<file path="config.mk">
export PLATFORM = sky130hd
export DESIGN_NAME = adc_capture_ctrl
export DESIGN_NICKNAME = d
export VERILOG_FILES = /design/src/rtl/capture_pkg.sv /design/src/rtl/decim_strobe.sv /design/src/rtl/adc_capture_ctrl.sv
export SDC_FILE = /design/constraint.sdc
export NUM_CORES = 1
export LEC_CHECK = 0
export ABC_CLOCK_PERIOD_IN_PS = 6300
export CAP_MARGIN = 20
export CORE_MARGIN = 8
export CORE_UTILIZATION = 52
export CTS_BUF_LIST = sky130_fd_sc_hd__clkbuf_4
export CTS_CLUSTER_SIZE = 8
export DETAILED_ROUTE_END_ITERATION = 6
export GPL_TIMING_DRIVEN = 0
export PLACE_DENSITY = 0.95
export SYNTH_ARGS = -nofsm -noshare
export SYNTH_HDL_FRONTEND = slang
export SYNTH_HIERARCHICAL = 1
export SYNTH_SLANG_ARGS = --single-unit
</file>
<file path="constraint.sdc">
create_clock -name clk -period 6.3 [get_ports clk]
set_input_delay 1.26 -clock clk [delete_from_list [all_inputs] [get_ports clk]]
set_output_delay 1.26 -clock clk [all_outputs]
set_load 0.01 [all_outputs]
</file>
<file path="src/rtl/capture_pkg.sv">
// Shared types and helpers for the triggered capture engine.
//   capstate_t : capture state machine encoding
//   depth_of   : buffer depth for a given word address width
package capture_pkg;

   typedef enum logic [2:0] {
      IDLE = 3'd0,
      PRE  = 3'd1,
      WAIT = 3'd2,
      POST = 3'd3,
      DONE = 3'd4
   } capstate_t;

   function automatic int unsigned depth_of(input int unsigned addr_width);
      return 32'd1 << addr_width;
   endfunction

endpackage

</file>
<file path="src/rtl/decim_strobe.sv">
// Decimation strobe: passes one of every (ratio+1) valid cycles.
//   clk, aresetn : clock and synchronous active-low reset
//   valid        : a sample is present this cycle
//   load         : clear the counter so the next valid cycle is accepted
//   ratio        : reload value applied on every accepted sample
//   accept       : this valid cycle carries a kept sample
module decim_strobe #(
   parameter int DECIM_WIDTH = 16
) (
   input  logic                   clk,
   input  logic                   aresetn,
   input  logic                   valid,
   input  logic                   load,
   input  logic [DECIM_WIDTH-1:0] ratio,
   output logic                   accept
);

   logic [DECIM_WIDTH-1:0] count_reg;

   assign accept = valid && (count_reg == '0);

   always_ff @(posedge clk) begin
      if (!aresetn) begin
         count_reg <= '0;
      end else if (load) begin
         count_reg <= '0;
      end else if (valid) begin
         count_reg <= accept ? ratio : count_reg - DECIM_WIDTH'(1);
      end
   end

endmodule

</file>
<file path="src/rtl/adc_capture_ctrl.sv">
// Multi-channel triggered capture engine writing NCH circular BRAMs.
//   clk, aresetn        : DSP clock, synchronous active-low reset
//   in_valid, in_data   : parallel channel samples (channel c at c*DATA_WIDTH)
//   arm, abort, trig    : capture control; trig is qualified by an accepted sample
//   pretrig, decim, chen: capture setup, latched when an arm is taken
//   bram_addr/data/we   : registered BRAM write port shared by all channels
//   busy, done          : capture in progress / buffer full
//   start_addr          : oldest sample of the captured window
//   trig_addr           : address of the trigger sample
module adc_capture_ctrl
   import capture_pkg::*;
#(
   parameter int NCH         = 2,
   parameter int DATA_WIDTH  = 64,
   parameter int ADDR_WIDTH  = 14,
   parameter int DECIM_WIDTH = 16
) (
   input  logic                      clk,
   input  logic                      aresetn,
   input  logic                      in_valid,
   input  logic [NCH*DATA_WIDTH-1:0] in_data,
   input  logic                      arm,
   input  logic                      abort,
   input  logic                      trig,
   input  logic [ADDR_WIDTH-1:0]     pretrig,
   input  logic [DECIM_WIDTH-1:0]    decim,
   input  logic [NCH-1:0]            chen,
   output logic [ADDR_WIDTH-1:0]     bram_addr,
   output logic [NCH*DATA_WIDTH-1:0] bram_data,
   output logic [NCH-1:0]            bram_we,
   output logic                      busy,
   output logic                      done,
   output logic [ADDR_WIDTH-1:0]     start_addr,
   output logic [ADDR_WIDTH-1:0]     trig_addr
);

   localparam int unsigned            DEPTH    = depth_of(ADDR_WIDTH);
   localparam logic [ADDR_WIDTH-1:0]  ADDR_MAX = ADDR_WIDTH'(DEPTH - 1);
   localparam logic [ADDR_WIDTH-1:0]  ONE      = ADDR_WIDTH'(1);

   capstate_t               state_reg, state_next;
   logic [ADDR_WIDTH-1:0]   ptr_reg;
   logic [ADDR_WIDTH-1:0]   count_reg;
   logic [ADDR_WIDTH-1:0]   pretrig_reg;
   logic [DECIM_WIDTH-1:0]  decim_reg;
   logic [NCH-1:0]          chen_reg;
   logic [ADDR_WIDTH-1:0]   post_len;
   logic                    accept;
   logic                    arm_go;
   logic                    pre_last;
   logic                    post_full;
   logic                    write_en;

   // An arm is only taken when idle or finished; abort always wins.
   assign arm_go = arm && !abort && ((state_reg == IDLE) || (state_reg == DONE));

   // pretrig is already bounded to DEPTH-1 by its port width, so
   // the post-trigger length never underflows.
   assign post_len  = ADDR_MAX - pretrig_reg;
   assign pre_last  = (count_reg == pretrig_reg - ONE);
   assign post_full = (count_reg == post_len);

   decim_strobe #(
      .DECIM_WIDTH(DECIM_WIDTH)
   ) u_decim (
      .clk    (clk),
      .aresetn(aresetn),
      .valid  (in_valid),
      .load   (arm_go),
      .ratio  (decim_reg),
      .accept (accept)
   );

   // State register
   always_ff @(posedge clk) begin
      if (!aresetn) begin
         state_reg <= IDLE;
      end else begin
         state_reg <= state_next;
      end
   end

   // Next-state logic
   always_comb begin
      state_next = state_reg;
      if (abort) begin
         state_next = IDLE;
      end else begin
         case (state_reg)
            IDLE, DONE: if (arm) state_next = (pretrig == '0) ? WAIT : PRE;
            // Leave PRE on the sample that completes the pre-trigger block
            // so the very next sample is already trigger-eligible.
            PRE:        if (accept && pre_last) state_next = WAIT;
            WAIT:       if (accept && trig) state_next = POST;
            // Exit on the registered count: done rises the cycle after
            // the final bram_we, and a zero-length POST writes nothing.
            POST:       if (post_full) state_next = DONE;
            default:    state_next = IDLE;
         endcase
      end
   end

   // Output decode
   always_comb begin
      busy     = (state_reg == PRE) || (state_reg == WAIT) || (state_reg == POST);
      done     = (state_reg == DONE);
      write_en = accept && !abort &&
                 ((state_reg == PRE) || (state_reg == WAIT) ||
                  ((state_reg == POST) && !post_full));
   end

   // Datapath: pointer, counters, setup latches and registered write port
   always_ff @(posedge clk) begin
      if (!aresetn) begin
         ptr_reg     <= '0;
         count_reg   <= '0;
         pretrig_reg <= '0;
         decim_reg   <= '0;
         chen_reg    <= '0;
         bram_addr   <= '0;
         bram_data   <= '0;
         bram_we     <= '0;
         start_addr  <= '0;
         trig_addr   <= '0;
      end else begin
         bram_we <= write_en ? chen_reg : '0;
         if (arm_go) begin
            pretrig_reg <= pretrig;
            decim_reg   <= decim;
            chen_reg    <= chen;
            ptr_reg     <= '0;
            count_reg   <= '0;
         end else if (write_en) begin
            bram_addr <= ptr_reg;
            bram_data <= in_data;
            ptr_reg   <= ptr_reg + ONE;
            case (state_reg)
               PRE:     count_reg <= pre_last ? '0 : count_reg + ONE;
               POST:    count_reg <= count_reg + ONE;
               default: count_reg <= '0;
            endcase
            if ((state_reg == WAIT) && trig) begin
               trig_addr  <= ptr_reg;
               start_addr <= ptr_reg - pretrig_reg;
            end
         end
      end
   end

endmodule

</file>
==> results.cfg <==
[sta]
final.period_utilization_pct = 72.02
fmax_mhz = 220.4
rsz0062_at_grt = no
hold_viol_final = 0
maxSlewViolCount = 0
slew_headroom_pct = 28.71
worstMarginPinSlew_ns = 1.060
skew_ns = 0.04796
tns_ns = 0
finalSetupViolCount = 0
fin_crit_ns = 4.537

[setup_path]
worstSetupPathType = in -> reg
r2r_start = u_decim/count_reg[0]$_SDFFE_PP0P_
worstReg2RegEnd = bram_data[123]$_SDFFE_PN0P_
cp-start-kind = input pin
arrival_ns = 5.10
cp_max_fo = 13
rr_worst_depth = 15
crit_path_end_kind = flip-flop
crit_required_ns = 6.87
rrSetupSlack_ns = 2.22

[cts]
cts_hold_buf = 0
cts_buffers = 68
clkLatencyLatePin_ns = 0.65
h-tree-depth = 3
cts_setup_buffers = 0
cts_tree = yes
clock-sinks = 251
cts.path.max_buffers = 3
clkTransAtPathRegs_ns = 0.06
root_buffer = clkbuf_4
ctsResizeCount = 0

[place]
gp_congestion = 0.9316
detailed_place_hpwl_mm = 28.56
dp.cells = 1960
portBuffers = 339

[finish]
fin_util_pct = 75.41
area_delta_synth_final_pct = 43.03
drive_above_1_share_pct = 7.705
nets = 1946
largest_reg_flops = 128
stdcell_count = 2075
nFillCells = 1386

[die]
start_util_pct = 52.72
io_pins = 340
fp.coreArea_um2 = 20170
die_y_um = 159.0
rows = 52
die_area_um2 = 25280
fp.dieW_um = 159.0

[synthesis]
seq_area_frac_synth_pct = 47.25
post-synth-top-count-cell = nand2_1
syn_inst = 1351
synth_top_area_share_pct = 47.25
synthTopCellsByCount = 424 x nand2_1, 251 x dfxtp_1, 209 x a21oi_1, 71 x clkbuf_1, 55 x nor2_1
synthArstFlopShare_pct = 0
synth_fp_nets = 1536
synthTopCellsByArea = dfxtp_1 47%, nand2_1 15%, a21oi_1 9.8%, xor2_1 2.6%, clkbuf_1 2.5%
syn_area_um2 = 10630
yosys.area.top_type = dfxtp_1
synth_ff_type = dfxtp_1
synth_edf_count = 0
synth_warnings = 6
yosys.cell_types.count = 72
syn_area_per_cell_um2 = 7.871
synth_seq_cells = 251

[route]
drt_iter0_drc = 982
drc_errors = 0
highest_layer = met4
wl_met1_mm = 13.69
wl_per_cell_um = 18.49
vias_per_cell = 5.518
drt_wl_total_mm = 38.37
drtAntennaViolNets = 0
dr.pass1.iters = 6
vias = 11450
wl_met3_mm = 4.197
dr_wl_met2_mm = 18.84

[pwr]
power_w = 0.003670
vdd_drop_max_uv = 243.4
p_leak_nw = 5.396
cellPowerDensity_nw_per_um2 = 241.3

[global_route]
grt_pass1_vias = 11930
antenna_found_initial = 1
grt_use_total_pct = 29.26
grt_max_degree = 14
overflow = 0
grt_pass1_wl_mm = 60.57

[hold_path]
worstHoldStart = bram_data[60]$_SDFFE_PN0P_
hp-class = reg -> reg
hold_depth = 2
holdPathEnd = bram_data[60]$_SDFFE_PN0P_

[run]
cap_violations = 0

[status]
status = finished clean
cell type report:
cell class,count,area [µm²],share of cell area (%)
clock inverter,13,86.33,0.5676
multi-input combinational,989,5149,33.85
antenna,1,2.502,0.01645
buffer,83,347.8,2.287
tap,270,337.8,2.221
timing repair buffer,340,3398,22.34
sequential,251,5025,33.04
clock buffer,100,750.7,4.936
inverter,28,112.6,0.7404
critical path, stage by stage:
cell             delay [ns]
clkdlybuf4s50_1        0.47
and4bb_1               0.25
nand2_1                0.05
or2_1                  0.24
buf_6                  0.15
inv_8                  0.10
nand2b_1               0.08
or3_1                  0.44
nor2_1                 0.18
clkbuf_1               0.45
clkbuf_1               0.60
clkbuf_1               0.50
nand2_1                0.16
a21oi_1                0.16
metrics by stage:
step                hold slack [ns]  setup slack (ns)  area, µm²
global placement             0.4403             1.308      14370
finish                       0.4520             1.763      15210
floorplan                    0.4319             2.694      10630
CTS                          0.4547             1.846      15200
detailed placement           0.4465             1.204      14370
global route                 0.4727             1.617      15210
metal layers:
layer	track usage, %	vias to the layer above
met5	0	-
met4	16.38	0
met3	11.79	121
met2	50.47	572
met1	29.77	5350
li1	-	5406
cell families after synthesis:
logic type,synth area share (%)
DFF,47.25
AOI/OAI and AO/OA,15.59
buffers and inverters,4.330
xor gates and xnor gates,4.118
adders and majority gates,2.306
and+or+nand+nor,25.70
muxes,0.7059
power by group:
group | leakage (nW) | internal [W] | switching [W] | total (W)
Clock | 0.497 | 0.000765 | 0.000657 | 0.00142
Sequential | 2.03 | 0.00163 | 0.0000458 | 0.00168
Combinational | 2.87 | 0.000270 | 0.000301 | 0.000572
worst max path at each step:
stage | startpoint | cells after the start | end | slack, ns
global route | in_valid | 14 | bram_data[87]$_SDFFE_PN0P_ | 1.62
global placement | in_valid | 14 | bram_addr[3]$_SDFFE_PN0P_ | 1.31
floorplan | in_valid | 13 | bram_data[52]$_SDFFE_PN0P_ | 2.69
CTS | in_valid | 14 | bram_data[123]$_SDFFE_PN0P_ | 1.85
finish | in_valid | 14 | bram_data[123]$_SDFFE_PN0P_ | 1.76
detailed placement | in_valid | 14 | bram_data[123]$_SDFFE_PN0P_ | 1.20
cell usage in the layout, fill, tap and decap left out, types with 6 or more instances in the layout:
cell | Yosys | layout
nor2_1 | 55 | 55
ha_1 | 18 | 18
a31oi_1 | 10 | 10
or3_1 | 9 | 9
a211oi_1 | 6 | 6
a21oi_1 | 209 | 209
clkbuf_4 | 0 | 100
nor2b_1 | 13 | 13
clkinv_1 | 0 | 6
xnor2_1 | 19 | 19
o21ai_0 | 13 | 13
nand2_1 | 424 | 424
nor3_1 | 18 | 18
and3_1 | 12 | 12
mux2i_1 | 6 | 6
nand2b_1 | 6 | 6
clkbuf_1 | 71 | 71
clkdlybuf4s50_1 | 0 | 339
dfxtp_1 | 251 | 251
nor4_1 | 12 | 12
nand3_1 | 21 | 21
inv_1 | 27 | 27
nand4_1 | 19 | 19
xor2_1 | 31 | 31
(Power assumes the default switching activity.)
